===== src/rtl/aes_pkg.sv =====
// Shared AES-128 definitions: S-box table, round count, GF(2^8) helper,
// engine FSM encoding and round-key extraction from the expanded key.
package aes_pkg;

  localparam int unsigned NR = 10;

  typedef enum logic [1:0] {
    IDLE  = 2'd0,
    ROUND = 2'd1,
    FINAL = 2'd2,
    DONE  = 2'd3
  } fsm_t;

  localparam logic [7:0] SBOX [256] = '{
    8'h63, 8'h7c, 8'h77, 8'h7b, 8'hf2, 8'h6b, 8'h6f, 8'hc5, 8'h30, 8'h01, 8'h67, 8'h2b, 8'hfe, 8'hd7, 8'hab, 8'h76,
    8'hca, 8'h82, 8'hc9, 8'h7d, 8'hfa, 8'h59, 8'h47, 8'hf0, 8'had, 8'hd4, 8'ha2, 8'haf, 8'h9c, 8'ha4, 8'h72, 8'hc0,
    8'hb7, 8'hfd, 8'h93, 8'h26, 8'h36, 8'h3f, 8'hf7, 8'hcc, 8'h34, 8'ha5, 8'he5, 8'hf1, 8'h71, 8'hd8, 8'h31, 8'h15,
    8'h04, 8'hc7, 8'h23, 8'hc3, 8'h18, 8'h96, 8'h05, 8'h9a, 8'h07, 8'h12, 8'h80, 8'he2, 8'heb, 8'h27, 8'hb2, 8'h75,
    8'h09, 8'h83, 8'h2c, 8'h1a, 8'h1b, 8'h6e, 8'h5a, 8'ha0, 8'h52, 8'h3b, 8'hd6, 8'hb3, 8'h29, 8'he3, 8'h2f, 8'h84,
    8'h53, 8'hd1, 8'h00, 8'hed, 8'h20, 8'hfc, 8'hb1, 8'h5b, 8'h6a, 8'hcb, 8'hbe, 8'h39, 8'h4a, 8'h4c, 8'h58, 8'hcf,
    8'hd0, 8'hef, 8'haa, 8'hfb, 8'h43, 8'h4d, 8'h33, 8'h85, 8'h45, 8'hf9, 8'h02, 8'h7f, 8'h50, 8'h3c, 8'h9f, 8'ha8,
    8'h51, 8'ha3, 8'h40, 8'h8f, 8'h92, 8'h9d, 8'h38, 8'hf5, 8'hbc, 8'hb6, 8'hda, 8'h21, 8'h10, 8'hff, 8'hf3, 8'hd2,
    8'hcd, 8'h0c, 8'h13, 8'hec, 8'h5f, 8'h97, 8'h44, 8'h17, 8'hc4, 8'ha7, 8'h7e, 8'h3d, 8'h64, 8'h5d, 8'h19, 8'h73,
    8'h60, 8'h81, 8'h4f, 8'hdc, 8'h22, 8'h2a, 8'h90, 8'h88, 8'h46, 8'hee, 8'hb8, 8'h14, 8'hde, 8'h5e, 8'h0b, 8'hdb,
    8'he0, 8'h32, 8'h3a, 8'h0a, 8'h49, 8'h06, 8'h24, 8'h5c, 8'hc2, 8'hd3, 8'hac, 8'h62, 8'h91, 8'h95, 8'he4, 8'h79,
    8'he7, 8'hc8, 8'h37, 8'h6d, 8'h8d, 8'hd5, 8'h4e, 8'ha9, 8'h6c, 8'h56, 8'hf4, 8'hea, 8'h65, 8'h7a, 8'hae, 8'h08,
    8'hba, 8'h78, 8'h25, 8'h2e, 8'h1c, 8'ha6, 8'hb4, 8'hc6, 8'he8, 8'hdd, 8'h74, 8'h1f, 8'h4b, 8'hbd, 8'h8b, 8'h8a,
    8'h70, 8'h3e, 8'hb5, 8'h66, 8'h48, 8'h03, 8'hf6, 8'h0e, 8'h61, 8'h35, 8'h57, 8'hb9, 8'h86, 8'hc1, 8'h1d, 8'h9e,
    8'he1, 8'hf8, 8'h98, 8'h11, 8'h69, 8'hd9, 8'h8e, 8'h94, 8'h9b, 8'h1e, 8'h87, 8'he9, 8'hce, 8'h55, 8'h28, 8'hdf,
    8'h8c, 8'ha1, 8'h89, 8'h0d, 8'hbf, 8'he6, 8'h42, 8'h68, 8'h41, 8'h99, 8'h2d, 8'h0f, 8'hb0, 8'h54, 8'hbb, 8'h16
  };

  // Multiply by x in GF(2^8), reduction polynomial 0x11B.
  function automatic logic [7:0] xtime(input logic [7:0] b);
    return {b[6:0], 1'b0} ^ (b[7] ? 8'h1b : 8'h00);
  endfunction

  // Round key r sits at the top of the expanded key for r = 0.
  function automatic logic [127:0] round_key(input logic [1407:0] ek, input logic [3:0] r);
    logic [1407:0] shifted;
    shifted = ek << (128 * int'(r));
    return shifted[1407 -: 128];
  endfunction

endpackage


===== src/rtl/aes_round_engine_round.sv =====
// Combinational AES round: SubBytes, ShiftRows, optional MixColumns, AddRoundKey.
module aes_round
  import aes_pkg::*;
(
  input  logic [127:0] state,
  input  logic [127:0] rkey,
  input  logic         final_rnd,
  output logic [127:0] next_state
);

  logic [7:0] sb [16];
  logic [7:0] sr [16];
  logic [7:0] mc [16];

  // Byte k is row k%4, column k/4; byte 0 occupies the top bits.
  always_comb begin
    for (int unsigned k = 0; k < 16; k++) begin
      sb[k] = SBOX[state[127 - 8*k -: 8]];
    end
    // Row r rotates left by r columns.
    for (int unsigned c = 0; c < 4; c++) begin
      for (int unsigned r = 0; r < 4; r++) begin
        sr[r + 4*c] = sb[r + 4*((c + r) % 4)];
      end
    end
    for (int unsigned c = 0; c < 4; c++) begin
      mc[4*c]     = xtime(sr[4*c]) ^ xtime(sr[4*c+1]) ^ sr[4*c+1] ^ sr[4*c+2] ^ sr[4*c+3];
      mc[4*c + 1] = sr[4*c] ^ xtime(sr[4*c+1]) ^ xtime(sr[4*c+2]) ^ sr[4*c+2] ^ sr[4*c+3];
      mc[4*c + 2] = sr[4*c] ^ sr[4*c+1] ^ xtime(sr[4*c+2]) ^ xtime(sr[4*c+3]) ^ sr[4*c+3];
      mc[4*c + 3] = xtime(sr[4*c]) ^ sr[4*c] ^ sr[4*c+1] ^ sr[4*c+2] ^ xtime(sr[4*c+3]);
    end
    next_state = '0;
    for (int unsigned k = 0; k < 16; k++) begin
      next_state[127 - 8*k -: 8] = (final_rnd ? sr[k] : mc[k]) ^ rkey[127 - 8*k -: 8];
    end
  end

endmodule


===== src/rtl/aes_round_engine.sv =====
// Iterative AES-128 engine for rounds 1..10, one round per clock,
// with valid/ready handshakes on both sides.
module aes_round_engine
  import aes_pkg::*;
#(
  parameter int unsigned NR    = 10,
  parameter int unsigned CNT_W = 4
) (
  input  logic               clk,
  input  logic               rst_n,
  input  logic               in_valid,
  output logic               in_ready,
  input  logic [127:0]       state_in,
  input  logic [1407:0]      expandedKey,
  output logic               out_valid,
  input  logic               out_ready,
  output logic [127:0]       cypherText,
  output logic               busy,
  output logic [CNT_W-1:0]   round_idx
);

  fsm_t             fsm;
  logic [CNT_W-1:0] rnd;
  logic [127:0]     st;
  logic [127:0]     rkey;
  logic [127:0]     rnd_out;

  assign rkey = round_key(expandedKey, rnd);

  aes_round u_round (
    .state      (st),
    .rkey       (rkey),
    .final_rnd  (fsm == FINAL),
    .next_state (rnd_out)
  );

  // FSM, round counter and state register.
  always_ff @(posedge clk) begin
    if (!rst_n) begin
      fsm <= IDLE;
      rnd <= '0;
      st  <= '0;
    end else begin
      case (fsm)
        IDLE: begin
          if (in_valid) begin
            st  <= state_in;
            rnd <= CNT_W'(1);
            fsm <= ROUND;
          end
        end
        ROUND: begin
          st  <= rnd_out;
          rnd <= rnd + 1'b1;
          if (rnd == CNT_W'(NR - 1)) begin
            fsm <= FINAL;
          end
        end
        FINAL: begin
          st  <= rnd_out;
          rnd <= '0;
          fsm <= DONE;
        end
        DONE: begin
          if (out_ready) begin
            fsm <= IDLE;
          end
        end
        default: fsm <= IDLE;
      endcase
    end
  end

  // Status and output decode; ciphertext only exposed while valid.
  always_comb begin
    in_ready   = (fsm == IDLE);
    out_valid  = (fsm == DONE);
    busy       = (fsm == ROUND) || (fsm == FINAL);
    round_idx  = busy ? rnd : '0;
    cypherText = out_valid ? st : '0;
  end

endmodule


===== config.mk =====
export PLATFORM = sky130hd
export DESIGN_NAME = aes_round_engine
export DESIGN_NICKNAME = d
export VERILOG_FILES = /design/src/rtl/aes_pkg.sv /design/src/rtl/aes_round_engine_round.sv /design/src/rtl/aes_round_engine.sv
export SDC_FILE = /design/constraint.sdc
export NUM_CORES = 2
export LEC_CHECK = 0
export CORE_ASPECT_RATIO = 0.5
export CORE_UTILIZATION = 25
export DETAILED_ROUTE_END_ITERATION = 7
export PLACE_DENSITY = 0.41
export SLEW_MARGIN = 20
export SYNTH_ARGS = -nofsm -noshare
export SYNTH_HDL_FRONTEND = slang
export SYNTH_SLANG_ARGS = --single-unit

===== constraint.sdc =====
create_clock -name clk -period 5.4 [get_ports clk]
set_input_delay 1.35 -clock clk [delete_from_list [all_inputs] [get_ports clk]]
set_output_delay 1.35 -clock clk [all_outputs]
set_load 0.05 [all_outputs]

# After elaboration in Yosys (flattened, before gate mapping)
# Memory sizes are Yosys's and may differ from the RTL's.
# Cells that the tools add are included.
# op_classes
n_reduce_logical,8
n_addsub,1
n_bitwise,112
eq_ne,7
shift,1
magnitude_cmp,16
muxes,74
# op_table
cell,n
$shl 1408x11->1408,1
$xor 8x8->8,96
$mux 8,48
$mux 128,2
$pmux 128 s2,1
$ge 9x9->1 const B,16
$not 8->9,16
$mux 5,16
$pmux 4 s3,1
$mux 4,2
$pmux 2 s4,1
$mux 2,3
$add 4x1->4 const B,1
$eq 2x2->1 const B,2
$eq 4x4->1 const B,1
$ne 2x2->1 const B,2
$reduce_and 2->1,2
$reduce_and 3->1,1
$reduce_bool 3->1,1
$eq 2x1->1 const B,1
$logic_not 2->1,1
$ne 2x1->1 const B,1
$reduce_bool 2->1,1
$reduce_or 2->1,1
$logic_or 1x1->1,1
# totals
elab_cells,238
out_inout_bits,135
mem_bits_ro,32768
n_memories,16
regBits,134
# memory_table
name,depth,word_bits,read_ports,rd_clocked_by_memory_dff,wr,line,source
(name not given),256,8,1,0,0,aes_round_engine_round.sv:18,sb[k] = SBOX[state[127 - 8*k -: 8]];
(name not given),256,8,1,0,0,aes_round_engine_round.sv:18,
(name not given),256,8,1,0,0,aes_round_engine_round.sv:18,
(name not given),256,8,1,0,0,aes_round_engine_round.sv:18,
(name not given),256,8,1,0,0,aes_round_engine_round.sv:18,
(name not given),256,8,1,0,0,aes_round_engine_round.sv:18,
10 more memories,-,-,-,-,-,-,

# Longest topological paths before layout
# depth
word_depth,13
depth_mapped,18
ltp_nobuf,13

# Cells and area by module
# From an unflattened synthesis, not the netlist that was laid out.
# hier_totals
cells_unflattened,11254
hier_area_um2,77083.9
# modules_own_cells
module,seq_area_each_um2,instances,cells_per_inst,area_per_inst_um2
aes_round,0.0,1,9448,59639.7
aes_round_engine,2682.6,1,1806,17444.2

# Worst setup path after synthesis
# OpenSTA, ideal clock, no wires.
# synth_path
path_type,register -> register
startpoint,register st[24]
endpoint,register st[28]
period_less_slack_ps,4410
required_time_ps,5266
setup_ps,134
stages_incl_launch_ff,18
path_slack_ps,990
arrival_time_ps,4277
n_path_buf,4
cell_sequence,dfxtp_1 > clkbuf_1 > buf_2 > clkinv_1 > ha_1 > clkbuf_1 > or2_2 > a21oi_1 > a21oi_1 > mux4_2 > mux4_2 > buf_4 > xnor2_4 > xnor3_1 > xnor3_1 > o21ai_2 > xnor2_1 > o22ai_1
# synth_between
elab_chain_cells,13
# synth_lines
item,line,source
start: declaration,aes_round_engine.sv:24,logic [127:0] st;
start signal: assignment,aes_round_engine.sv:47,st <= state_in;
start signal: assignment,aes_round_engine.sv:53,st <= rnd_out;
start signal: assignment,aes_round_engine.sv:60,st <= rnd_out;
$not 8->9 (not written as such) *,aes_round_engine_round.sv:18,
$mem_v2 256x8 *,-,
$mux 8 (not written as such) * (2 in series),aes_round_engine_round.sv:18,
$mux 5,aes_pkg.sv:35,"return {b[6:0], 1'b0} ^ (b[7] ? 8'h1b : 8'h00);"
$xor 8x8->8,aes_pkg.sv:35,
$xor 8x8->8 (4 in series),aes_round_engine_round.sv:27,mc[4*c] = xtime(sr[4*c]) ^ xtime(sr[4*c+1]) ^ sr[4*c+1] ^ sr[4*c+2] ^ sr[4*c+3];
$mux 8 *,aes_round_engine_round.sv:34,next_state[127 - 8*k -: 8] = (final_rnd ? sr[k] : mc[k]) ^ rkey[127 - 8*k -: 8];
$xor 8x8->8 *,aes_round_engine_round.sv:34,
$pmux 128 s2 *,aes_round_engine.sv:44,case (fsm)
# Mark *: on every way between the ends. The rest lies on a longest branch, timed or not. The select of a mux whose other input is x is not followed.
# A chain may end at the register's enable or synchronous reset.

# Final worst setup path
# layout_path
startpoint,register st[56]
endpoint,register st[41]
# layout_between
elab_chain_cells,11
# layout_lines
item,line,source
$not 8->9 (not written as such),aes_round_engine_round.sv:18,
$mem_v2 256x8,-,
$mux 8 (not written as such) (2 in series),aes_round_engine_round.sv:18,
$xor 8x8->8 (4 in series),aes_round_engine_round.sv:29,mc[4*c + 2] = sr[4*c] ^ sr[4*c+1] ^ xtime(sr[4*c+2]) ^ xtime(sr[4*c+3]) ^ sr[4*c+3];
$mux 8,aes_round_engine_round.sv:34,
$xor 8x8->8,aes_round_engine_round.sv:34,
$pmux 128 s2,aes_round_engine.sv:44,
# Every way passes these cells. The select of a mux whose other input is x is not followed.

==> summary.txt <==
Routing
  • Final ANT Viol Nets: 0
  • Met1 wire length: 301.1 mm
  • Met2 Wirelength: 280.3 mm
  • Routed length on met3: 107.8 mm
  • DRC Markers: 15
  • DR WL/cell: 43.18 microns
  • DRT iter0 DRCs: 21930
  • DR top layer: met5
  • DR vias: 113500
  • Drt total wl: 738.5 mm
  • First-pass iteration count of the detailed router: 8
  • Via-to-Cell Ratio: 6.636

Timing
  • Clock skew: 0.03045 ns
  • RSZ-0062 raised after global routing: false
  • Worst-Margin Slew: 1.317 ns
  • Final hold vios: 0
  • Final Setup Violations: 0
  • Max-slew headroom: 0.1128
  • Slew Limit Fails: 0
  • Hold Slack: 0.5477 ns
  • Final setup TNS: 0 ns
  • Fin crit share: 0.9860
  • Tmin final: 5.325 ns
  • Fmax: 0.1878 GHz
  • Final setup margin: 0.07545 ns

Power
  • Flop pwr share: 0.044
  • Clock network power share: 0.021
  • Power Density: 747.2 nW/um^2
  • Int Pwr: 0.03007 W
  • Leak Pwr: 34.62 nW
  • Peak VDD IR: 0.0006428 V
  • Switching power total: 0.04778 W
  • Comb pwr share: 0.934
  • Switching share of power: 0.6137

Outcome
  • Status: finished, violations left
  • Failing checks: design-rule violations

Finish
  • Final core utilization: 0.3239
  • Post-Layout Cell Count: 17100
  • Most common cell after layout, fill and taps aside: clkdlybuf4s50_1
  • Most frequent cells in the layout: 1672 x clkdlybuf4s50_1, 1068 x nand2_1, 987 x o21ai_0
  • Proportion of layout cells with a drive suffix above 1: 0.1343
  • Area Growth Syn to Fin: 28.57%
  • Final net count: 14320
  • Filler instances: 35040

Die
  • Die X: 807.2 microns
  • Die height: 404.6 microns
  • Initial Util: 0.2519
  • Rows: 147
  • Die area: 326600 sq um
  • Core area: 321700 sq um
  • Top Ports: 1675

Setup path
  • WP data arrival: 5.75 ns
  • Crit. End Element: flop
  • Startpoint Class: flop
  • Setup CP Type: reg -> reg
  • FF-to-FF path depth: 13
  • Maximum fanout along the worst path: 34
  • Worst Path Required: 5.82 ns

Synth
  • Sequential fraction of the synthesis area: 0.03310
  • Synth Cell Area: 81040 sq um
  • Library cells used by synthesis: 132
  • Most used DFF post-synth: dfxtp_1
  • Syn Area/Cell: 7.053 sq um
  • Warnings, synthesis: 0
  • Yosys reg bits: 134
  • Synthesized net count: 13270
  • Number of flops mapped to enable cells by yosys: 0
  • Syn Inst Count: 11490
  • Async set or reset register ratio after synthesis: 0

Clock tree
  • Clk slew on worst S/H paths: 0.08 ns
  • Root Buffer: clkbuf_16
  • Resize count post-CTS: 0
  • Total CTS buffers: 25
  • Clock latency on the worst-skew pair: 0.59 ns
  • Number of H-tree levels: 4
  • Clock buffer depth: 3
  • TritonCTS clock tree: yes
  • Setup Buffers After CTS: 0
  • Num Clock Sinks: 134
  • Hold Buf Count CTS: 0

Place
  • GP Congestion: 1.107
  • Detailed Place HPWL: 596.3 mm
  • Port Buffers: 1674
  • Post-placement cell count: 16840
  • Placement Setup Slack: 0.2220 ns

Global route
  • Congestion Overflow GR: 0
  • GRT Total Usage: 0.4271
  • Initial antenna violation count: 242
  • Pin count of the biggest net entering global routing: 145
  • First-pass GRT wire length: 966.5 mm
  • Vias in the first global route: 101500

Job
  • Max-cap viol count: 0

Min path
  • HP Class: reg -> reg
  • WHS Path Cells: 2
-- synth_stat cells, types with 48 or more instances --
cell       count  area, sq um
nand3b_1      48        360.4
nand2_1     1072         4024
inv_1        140        525.5
xor2_1       193         1690
ha_1         236         2953
a311oi_1     172         1506
nor2_1       711         2669
and3_1        95        594.3
o2111ai_1     49        429.2
nand2b_1     351         2196
buf_6         64        720.7
a21oi_1      851         4259
o211ai_1     298         2237
mux2i_1      235         2352
nor2b_1      321         2008
a221oi_1     137         1200
dfxtp_1      134         2683
nor3b_1       59        442.9
or2_2         90        563.0
o311ai_0     153         1340
o221ai_1      85        744.5
a31oi_1      229         1433
nand3_1      288         1441
nor3_1       301         1506
buf_1         95        356.6
or3_1         83        519.3
a211o_1       51        446.7
a2111oi_0     63        551.8
xnor2_1      438         3836
a21o_1        69        518.0
o22ai_1      106        663.1
o31ai_1      106        795.8
mux4_2       447        10070
and2_1       216         1351
a311o_1       53        530.5
buf_2        489         2447
clkbuf_1     637         2391
buf_4        130        975.9
o21ai_0     1041         5210
a211oi_1     220         1652
-- kinds of logic (layout without fill, tap and decap cells) --
kind of cell    count (synthesis)  after routing  synth area share
buf+inv                      1605           2665           0.09429
simple gates                 3816           3816            0.2345
flops                         134            134           0.03310
compound gates               4282           4282            0.3607
other cells                     0            230                 0
xor+xnor                      678            678           0.07981
fa+ha+maj                     244            244           0.03743
mux                           731            731            0.1602
-- per-stage QoR --
stage	area (sq um)	power, W
global route	104000	0.07987
detailed placement	102900	0.07264
global placement	102800	0.07356
finish	104200	0.07785
floorplan	81040	0.04693
CTS	103600	0.07462
-- worst max-delay path, cell delays in order, from the launching register on --
cell,delay (ns)
dfxtp_1,0.32
buf_4,0.27
ha_1,0.47
and2_1,0.31
or2_0,0.23
mux4_2,0.46
a221oi_1,0.43
or3_1,0.18
o211ai_2,0.27
xnor2_1,0.49
xor2_1,0.49
xnor2_1,0.14
a222oi_1,0.90
a21oi_1,0.16
-- state kept, by name, indices dropped and copies added (netlist names) --
signal,count
st,128
rnd,4
fsm,2
-- area by class of cell --
cell class              count  area, sq um  share of cell area
diodes                    230        575.6            0.005524
clock buffers              32        703.2            0.006749
clock inverters             1        7.507          0.00007205
inverters                 183        694.4            0.006665
multi-input cells        9751        70920              0.6807
flip-flops and latches    134         2860             0.02745
well taps                4321         5406             0.05189
repair buffers           2449        23020              0.2210
-- power by group through the flow --
stage                     sequential (W)  combinational [W]  clock, W
after floorplan                  0.00161             0.0453         0
after global placement           0.00335             0.0702         0
after detailed placement         0.00332             0.0693         0
after CTS                        0.00330             0.0697   0.00166
after global routing             0.00346             0.0747   0.00168
final                            0.00346             0.0727   0.00165
-- worst paths after layout --
kind	slack, ns	from	to
worst min-delay path	0.55	st[88]	st[88]
worst min register to register	0.55	st[88]	st[88]
worst max-delay path	0.08	st[56]	st[41]
worst max register to register	0.08	st[56]	st[41]
-- metal layers --
metal  vias to the layer above  track usage
met5                         -      0.01533
met4                       116       0.2273
met3                      1586       0.1966
met2                      9366       0.5611
met1                     56360       0.5693
li1                      46050            -
Note: power is estimated with default switching activity, not from simulation.
